[config.mk]
export PLATFORM = sky130hd
export DESIGN_NAME = fifo_wr_arbiter
export DESIGN_NICKNAME = d
export VERILOG_FILES = /design/src/rtl/fifo_wr_arbiter.sv
export SDC_FILE = /design/constraint.sdc
export NUM_CORES = 1
export LEC_CHECK = 0
export CAP_MARGIN = 20
export CORE_UTILIZATION = 31
export DETAILED_ROUTE_END_ITERATION = 16
export PLACE_DENSITY = 0.74
export SETUP_SLACK_MARGIN = 0.4
export SLEW_MARGIN = 20
export SYNTH_ARGS = -nofsm -noshare
export SYNTH_HDL_FRONTEND = slang
export SYNTH_SLANG_ARGS = --single-unit
[constraint.sdc]
create_clock -name clk -period 2.75 [get_ports clk]
set_clock_uncertainty 0.15 [all_clocks]
set_input_delay 0.55 -clock clk [delete_from_list [all_inputs] [get_ports clk]]
set_output_delay 0.55 -clock clk [all_outputs]
set_load 0.01 [all_outputs]
[src/rtl/fifo_wr_arbiter.sv]
// Round-robin write arbiter feeding a sync FIFO: the winner keeps ownership
// for up to BURST consecutive writes, stalls on full and releases early if it drops req.
module fifo_wr_arbiter #(
    parameter int NREQ  = 4,
    parameter int DW    = 8,
    parameter int BURST = 4   // legal range 1..15
) (
    input  logic                 clk,
    input  logic                 rst,
    input  logic [NREQ-1:0]      req,
    input  logic [NREQ*DW-1:0]   din_bus,
    input  logic                 fifo_full,
    output logic [NREQ-1:0]      gnt,
    output logic                 fifo_wr,
    output logic [DW-1:0]        fifo_din,
    output logic                 busy,
    output logic [1:0]           owner
);

    typedef enum logic {IDLE, OWN} state_t;

    localparam logic [3:0] BURST_W = 4'(BURST);

    state_t     state;
    logic [1:0] rr_ptr;
    logic [3:0] wcnt;

    logic       found;
    logic [1:0] winner;
    logic [1:0] idx;
    logic [1:0] sel;
    logic       can_write;

    // Rotating search starting at rr_ptr; first requester found wins.
    always_comb begin
        // NOTE: every output of a combinational block gets a default first, so no latch is inferred.
        found  = 1'b0;
        winner = 2'd0;
        idx    = 2'd0;
        for (int k = 0; k < NREQ; k++) begin
            idx = rr_ptr + 2'(k);
            if (!found && req[idx]) begin
                found  = 1'b1;
                winner = idx;
            end
        end
    end

    // Only the owner is eligible while a burst is open.
    always_comb begin
        gnt       = '0;
        fifo_wr   = 1'b0;
        fifo_din  = '0;
        sel       = (state == OWN) ? owner : winner;
        can_write = (state == OWN) ? req[owner] : found;
        if (!rst && !fifo_full && can_write) begin
            fifo_wr  = 1'b1;
            gnt[sel] = 1'b1;
            fifo_din = din_bus[sel*DW +: DW];
        end
    end

    // NOTE: sequential state uses non-blocking assignments only, so every flop samples pre-edge values.
    always_ff @(posedge clk) begin
        if (rst) begin
            state  <= IDLE;
            rr_ptr <= 2'd0;
            wcnt   <= 4'd0;
            owner  <= 2'd0;
            busy   <= 1'b0;
        end else begin
            case (state)
                IDLE: begin
                    if (fifo_wr) begin
                        owner <= winner;
                        wcnt  <= 4'd1;
                        if (BURST_W > 4'd1) begin
                            state <= OWN;
                            busy  <= 1'b1;
                        end else begin
                            rr_ptr <= winner + 2'd1;
                        end
                    end
                end
                OWN: begin
                    if (!req[owner]) begin
                        // Owner released early: one bubble cycle, then rearbitrate.
                        state  <= IDLE;
                        busy   <= 1'b0;
                        rr_ptr <= owner + 2'd1;
                    end else if (fifo_wr) begin
                        wcnt <= wcnt + 4'd1;
                        if (wcnt + 4'd1 == BURST_W) begin
                            state  <= IDLE;
                            busy   <= 1'b0;
                            rr_ptr <= owner + 2'd1;
                        end
                    end
                end
                default: begin
                    state <= IDLE;
                    busy  <= 1'b0;
                end
            endcase
        end
    end

endmodule

==> results by group <==
Setup path
  – Register-to-register setup slack: approximately 0.84 ns
  – Worst Reg2Reg Path Length in Cells: 6
  – Worst Path Required: ~2.1 ns
  – Startpoint type of the worst setup path: register
  – Crit-path max FO: 5
  – Arrival time at the worst endpoint: 2.02 ns
  – CP Capture Type: primary output
  – Crit path kind: register to primary output

Die
  – Count of standard-cell rows: 19
  – Horizontal die dimension: roughly 57 um
  – DIE HEIGHT: 57.28 um
  – Effective utilization at floorplan: ~33%
  – Floorplan Core Area: 2829 sq um
  – Die outline area: ~3300 sq um
  – Number of placed I/O pins: 55

STA
  – Final count of negative-setup-slack endpoints: 0
  – RSZ-0062 raised after global routing: true
  – Highest clock frequency the design can meet: 367.9 MHz
  – Normalized max-slew margin: about three quarters
  – Final worst-path cycle share: 98.84%
  – Final number of hold-violating endpoints: 0
  – Slew at the pin with the worst max-slew slack: 0.3785 ns
  – Slack of the critical path: roughly 0.032 ns
  – Minimum clock period: 2.718 ns
  – Number of max-slew violations in the final report: 0
  – Setup TNS: 0 ns

Clock tree
  – Clock insertion delay at the later pin of the skew report: 0.28 ns
  – Total clock buffers created by CTS: 3
  – CTS clk-pin slew, worst paths: ~0.070 ns
  – Depth of the CTS H-tree: 1
  – Cell at the root of the clock tree: clkbuf_4
  – Number of hold buffers added after cts: 0
  – CTS tree: yes
  – Clock Sink Count: 10
  – Max Root-Sink Buffers: 2

GRT
  – Via count of the first global-routing pass: around 1,300
  – Wire length of the first global-routing pass: a little over 6 mm
  – GR Layer Usage met2: 41.01%
  – Met1 routing resource usage after global routing: 31.65%
  – Total gr overflow: 0
  – Grt peak-use layer: met2
  – Maximum number of pins on one net before global-route repair: 14
  – Global-route usage over all layers: 24.29%
  – Met3 Track Usage GR: 4.535%
  – Number of antenna violations at the first check in global routing: 0

Synthesis
  – Synthesis-stage register bit count: 10
  – Number of synthesized flops with an enable pin: 0
  – Post-synthesis instance total: roughly 110
  – Number of nets produced by synthesis: 153
  – Sequential share of the synthesized area: 21.14%
  – Proportion of register bits with asynchronous set or reset after synthesis: 0%
  – Synth area leader: dfxtp_1
  – Syn. warnings: 0
  – Dominant cell by count in the synthesized netlist: mux2i_1
  – Share of the synthesized area in the top cell type: 21.14%
  – Mapped cell area: approximately 950 sq um
  – Most frequent cells after synthesis: mux2i_1, nor2_1, dfxtp_1, o22ai_1
  – Cell variety after synth: 36
  – Leading register cell type out of synthesis: dfxtp_1
  – Average cell area after synthesis: 8.457 sq um
  – Ranking of synthesized cells by area: dfxtp_1, mux2i_1, o22ai_1

Pwr
  – Switching power summed over all nets: ~0.24 mW
  – Switching portion of total power: 33.45%
  – Pwr Density: 359.1 nW/um^2
  – Peak supply drop: 0.2626 mV
  – Comb power frac: 56.8%
  – Leak pwr: 0.8573 nW
  – Internal power: between 0.4 and 0.5 mW
  – Fraction of power consumed by sequential logic: 23.7%
  – Relative contribution of the clock network to total power: 19.5%

Placed design
  – Area after detailed placement: 1633 sq um
  – Dpl cells: 209
  – Routability Congestion: 0.9353
  – Pre-CTS setup slack: -0.7494 ns
  – Number of buffer cells added on primary ports: 54
  – HPWL reported at the end of detailed placement: 2.525 mm

Routing
  – Number of antenna-violating nets in the routed design: 0
  – Count of TritonRoute iterations in the first routing pass: 12
  – Violation count after the first detailed-routing iteration: roughly 120
  – Routed len/inst: 17.92 um
  – Final routed DRC violation total: 1
  – Via density: between 5 and 6
  – Via count: 1,247
  – Total detailed-routing wirelength: ~4.2 mm

Final layout
  – Fin util: just under 70%
  – Area Overhead vs Synth: 107.8%
  – Diodes inserted: 0
  – Fraction of layout cells with a size suffix above 1: 45.10%
  – Final instance area: 1968 sq um
  – Fin nets: 246
  – Cell Count, Final, Fillers Out: 235

Flow run
  – Max cap viols: 0

Min path
  – Number of cells traversed by the worst hold path: 2
  – Path category of the worst min-delay check: register to register

Run status
  – Failing checks: DRC
  – Run status: finished, violations left
[power by group through the flow]
| stage | registers [mW] | logic [mW] | clock network, mW |
|---|---|---|---|
| after floorplan | 0.165 | 0.148 | 0 |
| after global placement | 0.167 | 0.274 | 0 |
| after detailed placement | 0.168 | 0.279 | 0 |
| after CTS | 0.165 | 0.351 | 0.139 |
| after global routing | 0.168 | 0.421 | 0.149 |
| final | 0.168 | 0.402 | 0.138 |
[final timing paths]
| kind | startpoint | to |
|---|---|---|
| setup / recovery | rr_ptr[0] | fifo_din[7] |
| hold / removal | busy | busy |
| setup reg to reg | owner[0] | rr_ptr[0] |
| hold reg to reg | busy | busy |
[final cells by class]
class	count	area, sq um
clock buffers	4	36.28
fillers	208	860.8
flip-flops and latches	10	203.9
well taps	31	38.79
multi-input cells	97	845.8
repair buffers	92	839.6
inverters	1	3.754
[metal layers]
metal  vias to the layer above  part of all wire, %
met2                        46                   53
met3                        14                  4.1
met1                       580                   41
met4                         0                  1.9
li1                        607                    -
met5                         -                    0
[timing repair]
action,4_1_cts,5_1_grt
setup buffers,15,3
endpoints found under the setup margin,13,13
gates cloned,4,0
resized for setup,92,24
pin swaps,15,12
[critical path, stage by stage, from the launching register on]
cell and delay [ns]:
dfxtp_2 0.34, and2b_2 0.24, o21ai_2 0.08, a32oi_2 0.28
buf_6 0.17, buf_12 0.12, mux2i_2 0.23, o22ai_2 0.12
buf_2 0.15
[sequential cells by signal, summed over array words and instances, names as in the netlist]
register and flops:
owner 2, busy 1, rr_ptr 2, state 1
wcnt 4
[cell families after synthesis]
logic type	share of synthesized area, %
xor gates and xnor gates	2.775
and+or+nand+nor	19.68
adders and majority gates	2.642
buffers and inverters	5.415
muxes	21.40
DFF	21.14
AOI/OAI and AO/OA	26.95
[through the flow]
step	total power, mW	hold WS [ns]
final	0.7068	0.3400
after global routing	0.7383	0.3624
after CTS	0.6557	0.3453
after detailed placement	0.4473	0.3292
after global placement	0.4414	0.3288
after floorplan	0.3128	0.3110
[placed cells by master, fill, tap and decap left out, drive strengths merged, types with 2 or more instances in the layout]
cell type / n
clkdlybuf4s50: 36
nand3: 5
buf: 54
a211oi: 3
nand2: 5
nor2: 12
dfxtp: 10
clkbuf: 5
xnor2: 2
o21bai: 4
and2b: 3
ha: 2
nand2b: 6
a21oi: 6
mux2i: 18
o21ai: 8
o22ai: 10
No activity file was read; power rests on OpenSTA's default activity.
